--- src/rtl/hll_touch_dispatcher.sv ---
// hll_touch_dispatcher: initiator side of the HLL cell touch interface.
// Buffers incoming hash words, splits each into a cell index (low CW bits)
// and a lane index (next LW bits), and drives a one-hot single-lane touch
// toward that cell unless the cell is already active.
// Optional macro HLL_TOUCH_DEDUP_EN: drop a hash whose {cell,lane} matches
// the most recently issued touch.
module hll_touch_dispatcher #(
  parameter int HASH_WIDTH  = 64,
  parameter int IN_DEGREE   = 256,
  parameter int NUM_CELLS   = 16,
  parameter int FIFO_DEPTH  = 4,
  parameter int HOLD_CYCLES = 1
) (
  input  logic                          clk,
  input  logic                          reset_n,
  input  logic                          hash_valid,
  output logic                          hash_ready,
  input  logic [HASH_WIDTH-1:0]         hash_data,
  input  logic [NUM_CELLS-1:0]          cell_active,
  output logic                          touch_valid,
  output logic [$clog2(NUM_CELLS)-1:0]  touch_cell,
  output logic [IN_DEGREE-1:0]          touch_attempts,
  output logic                          busy,
  output logic [15:0]                   dropped_count
);

  localparam int LW = $clog2(IN_DEGREE);
  localparam int CW = $clog2(NUM_CELLS);
  localparam int KW = CW + LW;
  localparam int AW = $clog2(FIFO_DEPTH);

  typedef enum logic [1:0] {IDLE, DECODE, ISSUE, GAP} state_t;

  state_t        state;
  logic [KW-1:0] mem [FIFO_DEPTH];
  logic [AW-1:0] wr_ptr;
  logic [AW-1:0] rd_ptr;
  logic [AW:0]   count;
  logic          push;
  logic          pop;
  logic          full;
  logic          empty;
  logic [KW-1:0] hash_reg;
  logic [3:0]    hold_cnt;
  logic [CW-1:0] dec_cell;
  logic [LW-1:0] dec_lane;
  logic          dec_dup;
  logic          dec_drop;
  logic          unused_hash_bits;

  // Only the cell and lane fields are ever used; the rest of the hash is ignored.
  assign unused_hash_bits = ^hash_data[HASH_WIDTH-1:KW];

  assign full       = (count == (AW+1)'(FIFO_DEPTH));
  assign empty      = (count == '0);
  assign hash_ready = !full;
  assign push       = hash_valid && !full;
  assign pop        = (state == IDLE) && !empty;
  assign busy       = (state != IDLE) || !empty;

  assign dec_cell = hash_reg[CW-1:0];
  assign dec_lane = hash_reg[KW-1:CW];

`ifdef HLL_TOUCH_DEDUP_EN
  logic [KW-1:0] last_pair;
  logic          last_valid;
  assign dec_dup = last_valid && (last_pair == hash_reg);
`else
  assign dec_dup = 1'b0;
`endif

  assign dec_drop = cell_active[dec_cell] || dec_dup;

  // FIFO storage: write the cell/lane field of each accepted hash.
  always_ff @(posedge clk) begin
    if (push) mem[wr_ptr] <= hash_data[KW-1:0];
  end

  // FIFO pointers and occupancy; pointers wrap naturally at the power-of-2 depth.
  always_ff @(posedge clk or negedge reset_n) begin
    if (!reset_n) begin
      wr_ptr <= '0;
      rd_ptr <= '0;
      count  <= '0;
    end else begin
      if (push) wr_ptr <= wr_ptr + 1'b1;
      if (pop)  rd_ptr <= rd_ptr + 1'b1;
      case ({push, pop})
        2'b10:   count <= count + 1'b1;
        2'b01:   count <= count - 1'b1;
        default: count <= count;
      endcase
    end
  end

  // Touch FSM: pop, decode/suppress, hold the touch, then force a gap cycle.
  always_ff @(posedge clk or negedge reset_n) begin
    if (!reset_n) begin
      state          <= IDLE;
      hash_reg       <= '0;
      hold_cnt       <= '0;
      touch_valid    <= 1'b0;
      touch_cell     <= '0;
      touch_attempts <= '0;
      dropped_count  <= '0;
`ifdef HLL_TOUCH_DEDUP_EN
      last_pair      <= '0;
      last_valid     <= 1'b0;
`endif
    end else begin
      case (state)
        IDLE: begin
          if (!empty) begin
            hash_reg <= mem[rd_ptr];
            state    <= DECODE;
          end
        end
        DECODE: begin
          if (dec_drop) begin
            if (dropped_count != 16'hFFFF) dropped_count <= dropped_count + 16'd1;
            state <= IDLE;
          end else begin
            touch_valid    <= 1'b1;
            touch_cell     <= dec_cell;
            touch_attempts <= {{(IN_DEGREE-1){1'b0}}, 1'b1} << dec_lane;
            hold_cnt       <= 4'(HOLD_CYCLES - 1);
            state          <= ISSUE;
`ifdef HLL_TOUCH_DEDUP_EN
            last_pair      <= hash_reg;
            last_valid     <= 1'b1;
`endif
          end
        end
        ISSUE: begin
          if (hold_cnt == 4'd0) begin
            touch_valid    <= 1'b0;
            touch_attempts <= '0;
            state          <= GAP;
          end else begin
            hold_cnt <= hold_cnt - 4'd1;
          end
        end
        GAP: begin
          state <= IDLE;
        end
        default: state <= IDLE;
      endcase
    end
  end

endmodule

--- config.mk ---
export PLATFORM = sky130hd
export DESIGN_NAME = hll_touch_dispatcher
export DESIGN_NICKNAME = d
export VERILOG_FILES = /design/src/rtl/hll_touch_dispatcher.sv
export SDC_FILE = /design/constraint.sdc
export NUM_CORES = 1
export LEC_CHECK = 0
export CAP_MARGIN = 20
export CORE_MARGIN = 2
export CORE_UTILIZATION = 27
export DETAILED_ROUTE_END_ITERATION = 12
export DONT_BUFFER_PORTS = 1
export GPL_TIMING_DRIVEN = 0
export SLEW_MARGIN = 20
export SYNTH_ARGS = -nofsm -noshare
export SYNTH_HDL_FRONTEND = slang
export SYNTH_SLANG_ARGS = --single-unit
--- constraint.sdc ---
create_clock -name clk -period 2.3 [get_ports clk]
set_clock_uncertainty 0.15 [all_clocks]
set_input_delay 0.69 -clock clk [delete_from_list [all_inputs] [get_ports clk]]
set_output_delay 0.69 -clock clk [all_outputs]
set_load 0.02 [all_outputs]
==> results of run 1 <==
[power groups by stage]
stage,Combinational (mW),Clock [mW],Sequential [mW]
6_report,10.1,6.46,8.05
5_1_grt,10.7,6.86,8.14
4_1_cts,7.79,6.63,8.00
3_5_place_dp,6.29,0,8.08
3_3_place_gp,6.15,0,8.05
2_1_floorplan,4.09,0,7.85
[cells in the final DEF (no fill, tap or decap), types with 4 or more instances in the layout]
cell type / count
dfrtp_1: 300
o2bb2ai_1: 158
o2bb2ai_2: 86
clkbuf_16: 59
nand2_1: 58
edfxtp_1: 48
buf_4: 28
buf_6: 27
buf_12: 21
buf_8: 20
mux2_2: 20
o2bb2ai_4: 12
mux4_2: 12
xor2_1: 12
clkbuf_1: 9
nand4_1: 9
nand3_1: 9
inv_1: 8
nor2b_1: 8
nand2b_1: 8
and3_1: 7
clkinv_2: 7
nor2_2: 6
mux2i_4: 6
clkbuf_4: 6
xnor2_1: 6
ha_1: 6
clkbuf_8: 6
inv_2: 5
nor3_1: 5
nor4_2: 5
o21ai_0: 5
nor3_2: 4
nor2_1: 4
nor4_1: 4
clkinvlp_4: 4
[cells by family after synthesis]
group,count (synthesis),share of synthesized area [%]
flops,350,65.9
compound gates,276,19.2
simple gates,156,5.80
buf+inv,77,2.80
mux,41,4.32
xor+xnor,18,1.15
fa+ha+maj,9,0.879
[layout make-up]
class                   count  area (sq um)  share of cell area, %
plain buffers              62           853                   4.71
clock buffers              54          1160                   6.38
clock inverters            16           168                  0.926
inverters                  13          48.8                  0.269
multi-input cells         500          5140                   28.4
flip-flops and latches    350          9000                   49.7
well taps                 672           841                   4.64
repair buffers             68           900                   4.97
[worst paths after layout]
kind                                    from             endpoint  slack (ns)
worst max-delay path             hash_reg[0]  touch_attempts[128]       -0.05
worst min-delay path                 reset_n            wr_ptr[0]       -0.30
worst max register to register   hash_reg[0]  touch_attempts[128]       -0.05
worst min register to register   hold_cnt[1]          hold_cnt[1]        0.42
max in group asynchronous            reset_n  touch_attempts[170]        1.83
min in group clk                hash_data[8]            mem[1][8]        0.09
[synth_stat cells (5+ instances only)]
library cell and n:
nand2_1 62, nor4_1 10, nand2b_1 8, xnor2_1 6, xor2_1 12, inv_1 13, nor2_1 11, mux4_2 12
o2bb2ai_2 30, o2bb2ai_1 226, and3_1 7, mux2i_1 8, o21ai_0 5, clkbuf_1 10, dfrtp_1 302, buf_2 45
ha_1 8, nand4_1 9, nor2b_1 8, nor3_1 11, mux2_2 20, nand3_1 13, buf_6 5, edfxtp_1 48
[worst register-to-register path: stages, from the launching register on]
cell,delay [ns]
dfrtp_1,0.38
buf_8,0.16
mux2i_4,0.20
a221oi_4,0.35
nand3_2,0.11
buf_6,0.16
buf_6,0.13
nand4b_1,0.09
buf_6,0.22
clkbuf_16,0.20
o2bb2ai_4,0.07
[metal layers]
layer  up-vias  global-route usage (%)  share of wire [%]
met3        85                    5.46                7.6
met1      4847                    22.6                 42
li1       3795                       -                  -
met2       341                    27.6                 48
met4         0                    6.19                3.0
met5         -                       0                  0
[stage by stage]
step,util (%),total power [mW],instances,setup WS [ns],hold slack [ns]
after floorplan,-,11.9,927,0.0133,0.244
after global placement,29.0,14.2,1599,-0.675,0.250
after detailed placement,29.0,14.4,1599,-0.742,0.252
after CTS,33.5,22.4,1709,-0.0312,-0.342
after global routing,36.2,25.7,1735,-0.153,-0.337
final,36.2,24.6,1735,-0.0547,-0.299
[repair_timing]
action                                  in CTS  in global routing
endpoints found under the setup margin     278                285
gates cloned                                 6                 17
pin swaps                                   13                 28
endpoints found under the hold margin      302                302
setup buffers                               35                 10
gates resized for setup                    175                151
==> implementation parameters, run 1 <==
Parameter                              Value

Outcome
  Run status    finished, violations left
  Violated checks    negative hold slack, negative setup slack

Clocking
  Max H-tree Level    2
  Clock slew seen by the registers of the worst setup and hold paths    0.06 ns
  Clk_lat worst skew    0.55 ns
  Deepest clock path buffer count    3
  Total clock sinks    350
  Total clock buffers created by CTS    39
  Root buffer cell    clkbuf_16
  Clock tree from TritonCTS    yes

Synth
  Number of cells produced by synthesis    927
  Post-synthesis async set-or-reset flop share    86.3%
  Most used flip-flop cell after synthesis    dfrtp_1
  Number of warnings reported in the yosys synthesis log    0
  Ranking of synthesized cells by area    dfrtp_1 55%, o2bb2ai_1 14%, edfxtp_1 11%
  Largest area contributor in the netlist    dfrtp_1
  Synth Net Count    1019
  Register bit count reported by yosys    350
  Count of different cell masters after synthesis    48
  Share of the synthesized area in the top cell type    55.3%
  Share of the yosys chip area belonging to registers    65.9%
  Post-synthesis area per instance    14.7 sq um
  EDFF count, synth    48
  Post-synth design cell area    0.0137 sq mm

Layout
  Registers with the most flip-flops    touch_attempts (256), mem (48), dropped_count (16)
  Final layout net count    1126
  Register with the most flip-flops    touch_attempts
  Largest register FFs    256
  Filler Cell Count    4755
  Number of antenna diodes    0
  Total non-filler cell area in the finished layout    0.0181 sq mm
  Area overhead of the layout relative to synthesis    32.6%
  Fraction of final layout cells sized beyond drive strength 1    35.3%

Power
  Combinational power share    41.0%
  Clk pwr share    26.3%
  Design internal power    15.3 mW
  Switching component of the power    9.33 mW
  Switching fraction of total power    37.9%
  Maximum vdd ir drop    0.546 mV
  Sequential fraction of design power    32.7%
  Leak    7.25 nW
  Pwr per Cell Area    1360 mW/mm^2

Global route
  Gr usage total    17.4%
  GRT overflow    0
  Wire length of the first global-routing pass    67.3 mm
  Number of global-route vias before repair    9334
  Antenna violations before repair    0
  Pin count of the biggest net entering global routing    303

Routing
  Antenna Violating Nets Remaining    0
  Total Wirelength    48.7 mm
  # DRC    0
  Number of vias after detailed routing    9068
  First-pass detailed-route iteration total    7
  Detailed-route wire length per cell    28.1 um
  Initial DRC count    674
  Number of vias per cell after detailed routing    5.23

Worst setup path
  Critical Path RT    2.57 ns
  Number of buffers and inverters on the critical path    5
  Crit-path max cell delay    0.38 ns
  Worst path top cell family by delay    buffers and inverters
  Data arrival time of the worst path    2.63 ns
  Critical Path Fanout Max    10
  Critical path depth in cells    10
  Startpoint types    register
  Cells along the critical path    buf_8 > mux2i_4 > a221oi_4 > nand3_2 > buf_6 > buf_6 > nand4b_1 > buf_6 > clkbuf_16 > o2bb2ai_4
  Crit path max-delay cell type    dfrtp_1
  Length in cells of the worst reg-to-reg path    10
  Crit. End Element    register
  Critical setup path kind    register to register
  Worst path most repeated cell    buf_6

Timing
  Slew Viols, Final    0
  Maximum achievable frequency    0.425 GHz
  Hold Violations, Final    302
  Worst-case setup margin in the final layout    -0.0547 ns
  Slew headroom    44.7%
  Final critical-path required period    2.35 ns
  Unrepaired setup endpoints after global routing    true
  Worst Tran Pin Value    0.829 ns
  Sum Neg Setup Slack    -2.69 ns
  Final critical-path share of the clock period    102%
  Worst hold slack    -0.299 ns
  Final setup violation count    147

Floorplanning
  CORE AREA    0.0501 sq mm
  Initial Util    27.3%
  Width of the die    229 um
  Number of primary I/O pins    362
  Vertical extent of the die    229 um
  Number of cell rows    82
  Die Footprint    0.0524 sq mm

Place
  Gp weighted congestion    0.826
  Post-place instance area    0.0145 sq mm
  Placed wire-length estimate    32.3 mm
  Number of buffers inserted by port buffering    0

Flow run
  Maxcap violations    0

Min path
  Path category of the worst min-delay check    input pin to asynchronous set/reset pin
(Power assumes the default switching activity.)
==> inputs of run 2 (changes only) <==
--- a/config.mk
+++ b/config.mk
@@ -11,6 +11,7 @@
 export DETAILED_ROUTE_END_ITERATION = 12
 export DONT_BUFFER_PORTS = 1
 export GPL_TIMING_DRIVEN = 0
+export SETUP_SLACK_MARGIN = 0.1
 export SLEW_MARGIN = 20
 export SYNTH_ARGS = -nofsm -noshare
 export SYNTH_HDL_FRONTEND = slang
==> run 2 against run 1 <==
Net effect: the flow still finishes with violations (negative hold slack, negative setup slack); die area did not move; maximum frequency rose by 0.97%; sequential share of layout area rose by 1.2 points; total power fell by 2.2%; global-route usage barely moved; cell count fell by 1.2%; highest routed layer unchanged; largest power group unchanged; critical path type unchanged; worst setup slack improved by 0.023 ns; register-to-register slack improved by 0.02 ns.
==> implementation parameters, run 2 (synthesis results as in run 1) <==
Parameter                              Value

Timing
  Unrepaired setup endpoints after global routing    true (unchanged)
  Worst-case setup margin in the final layout    -0.0321 ns (was -0.0547 ns)
  Worst hold slack    -0.310 ns (was -0.299 ns)
  Sum Neg Setup Slack    -0.564 ns (was -2.69 ns)
  Final critical-path share of the clock period    101% (was 102%)
  Slew Viols, Final    0 (unchanged)
  Maximum achievable frequency    0.429 GHz (was 0.425 GHz)
  Final critical-path required period    2.33 ns (was 2.35 ns)
  Hold Violations, Final    302 (unchanged)
  Slew headroom    27.7% (was 44.7%)
  Worst Tran Pin Value    1.08 ns (was 0.829 ns)
  Final setup violation count    47 (was 147)

Routing
  Antenna Violating Nets Remaining    0 (unchanged)
  Detailed-route wire length per cell    27.6 um (was 28.1 um)
  First-pass detailed-route iteration total    5 (was 7)
  Initial DRC count    638 (was 674)
  Total Wirelength    47.4 mm (was 48.7 mm)
  Number of vias after detailed routing    8849 (was 9068)
  # DRC    0 (unchanged)
  Number of vias per cell after detailed routing    5.16 (was 5.23)

Layout
  Most frequent cells in the layout    298 x dfrtp_1, 177 x o2bb2ai_1, 78 x o2bb2ai_2 (was 300 x dfrtp_1, 158 x o2bb2ai_1, 86 x o2bb2ai_2)
  Number of antenna diodes    0 (unchanged)
  Most common library cell in the layout ignoring fill and taps    dfrtp_1 (unchanged)
  Largest register FFs    256 (unchanged)
  Fraction of final layout cells sized beyond drive strength 1    33.0% (was 35.3%)
  Sequential cell area    0.00900 sq mm (about the same)
  Final layout net count    1104 (was 1126)
  Area overhead of the layout relative to synthesis    29.5% (was 32.6%)
  Utilization of the core after routing    35.3% (was 36.2%)
  Filler Cell Count    4834 (was 4755)
  Multi-input logic area    0.00497 sq mm (was 0.00514 sq mm)
  Registers with the most flip-flops    touch_attempts (256), mem (48), dropped_count (16) (unchanged)
  Register with the most flip-flops    touch_attempts (unchanged)
  Non-filler cells, final    1715 (was 1735)

Outcome
  Violated checks    negative hold slack, negative setup slack (unchanged)
  Run status    finished, violations left (unchanged)

Global route
  M3 GR Usage    6.86% (was 5.46%)
  Met1 track demand over resource in global routing    22.3% (was 22.6%)
  GRT overflow    0 (unchanged)
  Wire length of the first global-routing pass    66.6 mm (was 67.3 mm)
  Number of global-route vias before repair    8963 (was 9334)
  Gr usage total    17.4% (about the same)
  Gr busiest metal    met2 (unchanged)
  Antenna violations before repair    0 (unchanged)
  Pin count of the biggest net entering global routing    303 (unchanged)
  Grt met2 use    27.3% (was 27.6%)

Power
  Pwr per Cell Area    1360 mW/mm^2 (about the same)
  Leak    7.06 nW (was 7.25 nW)
  Maximum vdd ir drop    0.489 mV (was 0.546 mV)

Floorplanning
  Width of the die    229 um (unchanged)
  Number of cell rows    82 (unchanged)
  Number of primary I/O pins    362 (unchanged)
  Die Footprint    0.0524 sq mm (unchanged)
  Initial Util    27.3% (unchanged)
  CORE AREA    0.0501 sq mm (unchanged)
  Vertical extent of the die    229 um (unchanged)

Place
  # placed instances    1599 (unchanged)
  DP Worst Slack    -0.781 ns (was -0.742 ns)
  Number of buffers inserted by port buffering    0 (unchanged)
  Gp weighted congestion    0.799 (was 0.826)
  Placed wire-length estimate    31.8 mm (was 32.3 mm)

Worst setup path
  Critical setup path kind    register to register (unchanged)
  Critical Path RT    2.62 ns (was 2.57 ns)
  Data arrival time of the worst path    2.65 ns (was 2.63 ns)
  Crit. End Element    register (unchanged)
  Critical Path Fanout Max    10 (unchanged)
  Startpoint types    register (unchanged)
  Length in cells of the worst reg-to-reg path    8 (was 10)

Clocking
  Root buffer cell    clkbuf_16 (unchanged)
  Deepest clock path buffer count    3 (unchanged)
  Clock tree from TritonCTS    yes (unchanged)
  Clk_lat worst skew    0.56 ns (was 0.55 ns)
  Total clock sinks    350 (unchanged)
  Total clock buffers created by CTS    40 (was 39)
  Max H-tree Level    2 (unchanged)
  Clock slew seen by the registers of the worst setup and hold paths    0.06 ns (about the same)

Min path
  Path category of the worst min-delay check    input pin to asynchronous set/reset pin (unchanged)

Flow run
  Maxcap violations    0 (unchanged)
-- run 2: critical path, cell delays in order (launching register included) --
cell       delay (ns)
dfrtp_1          0.38
buf_8            0.16
mux2_4           0.30
a2bb2oi_2        0.17
and3_4           0.22
or4_4            0.41
buf_6            0.16
buf_8            0.16
o2bb2ai_2        0.12
-- run 2: path summary, 6_finish.rpt --
| kind | start | endpoint | slack, ns |
|---|---|---|---|
| worst max-delay path | hash_reg[0] | touch_attempts[4] | -0.03 |
| worst min-delay path | reset_n | touch_cell[0] | -0.31 |
| worst min register to register | count[0] | count[0] | 0.39 |
| worst max register to register | hash_reg[0] | touch_attempts[4] | -0.03 |
| min in group clk | hash_data[5] | mem[0][5] | 0.07 |
| max in group asynchronous | reset_n | touch_attempts[146] | 1.90 |
-- run 2: routing by layer --
metal	up-vias	wire, um
li1	3782	-
met1	4673	20000
met2	326	21900
met3	68	4270
met4	0	1170
met5	-	0
-- run 2: final cells by class --
cell class	instances	area share, %
tap	672	4.75
clock inverter	19	1.44
sequential	350	50.9
inverter	13	0.276
timing repair buffer	45	3.18
multi-input combinational	500	28.1
buffer	62	4.84
clock buffer	54	6.54
-- run 2: power breakdown --
part / internal [mW] / switching [mW] / leakage, nW
Sequential: 6.99 / 1.10 / 4.56
Clock: 4.12 / 2.68 / 0.682
Combinational: 3.80 / 5.37 / 1.81
Total: 14.9 / 9.15 / 7.06
-- run 2: metrics by stage --
stage,power [mW],area [sq um]
after detailed placement,14.4,14500
after global routing,25.1,17700
after floorplan,12.0,13700
after global placement,14.2,14500
after CTS,23.2,17100
final,24.1,17700
-- run 2: repair_timing --
action,4_1_cts,5_1_grt
endpoints found under the setup margin,287,286
pin swaps,22,9
gates cloned,6,7
hold endpoints to repair,302,302
buffers inserted,29,3
gates resized for setup,226,81
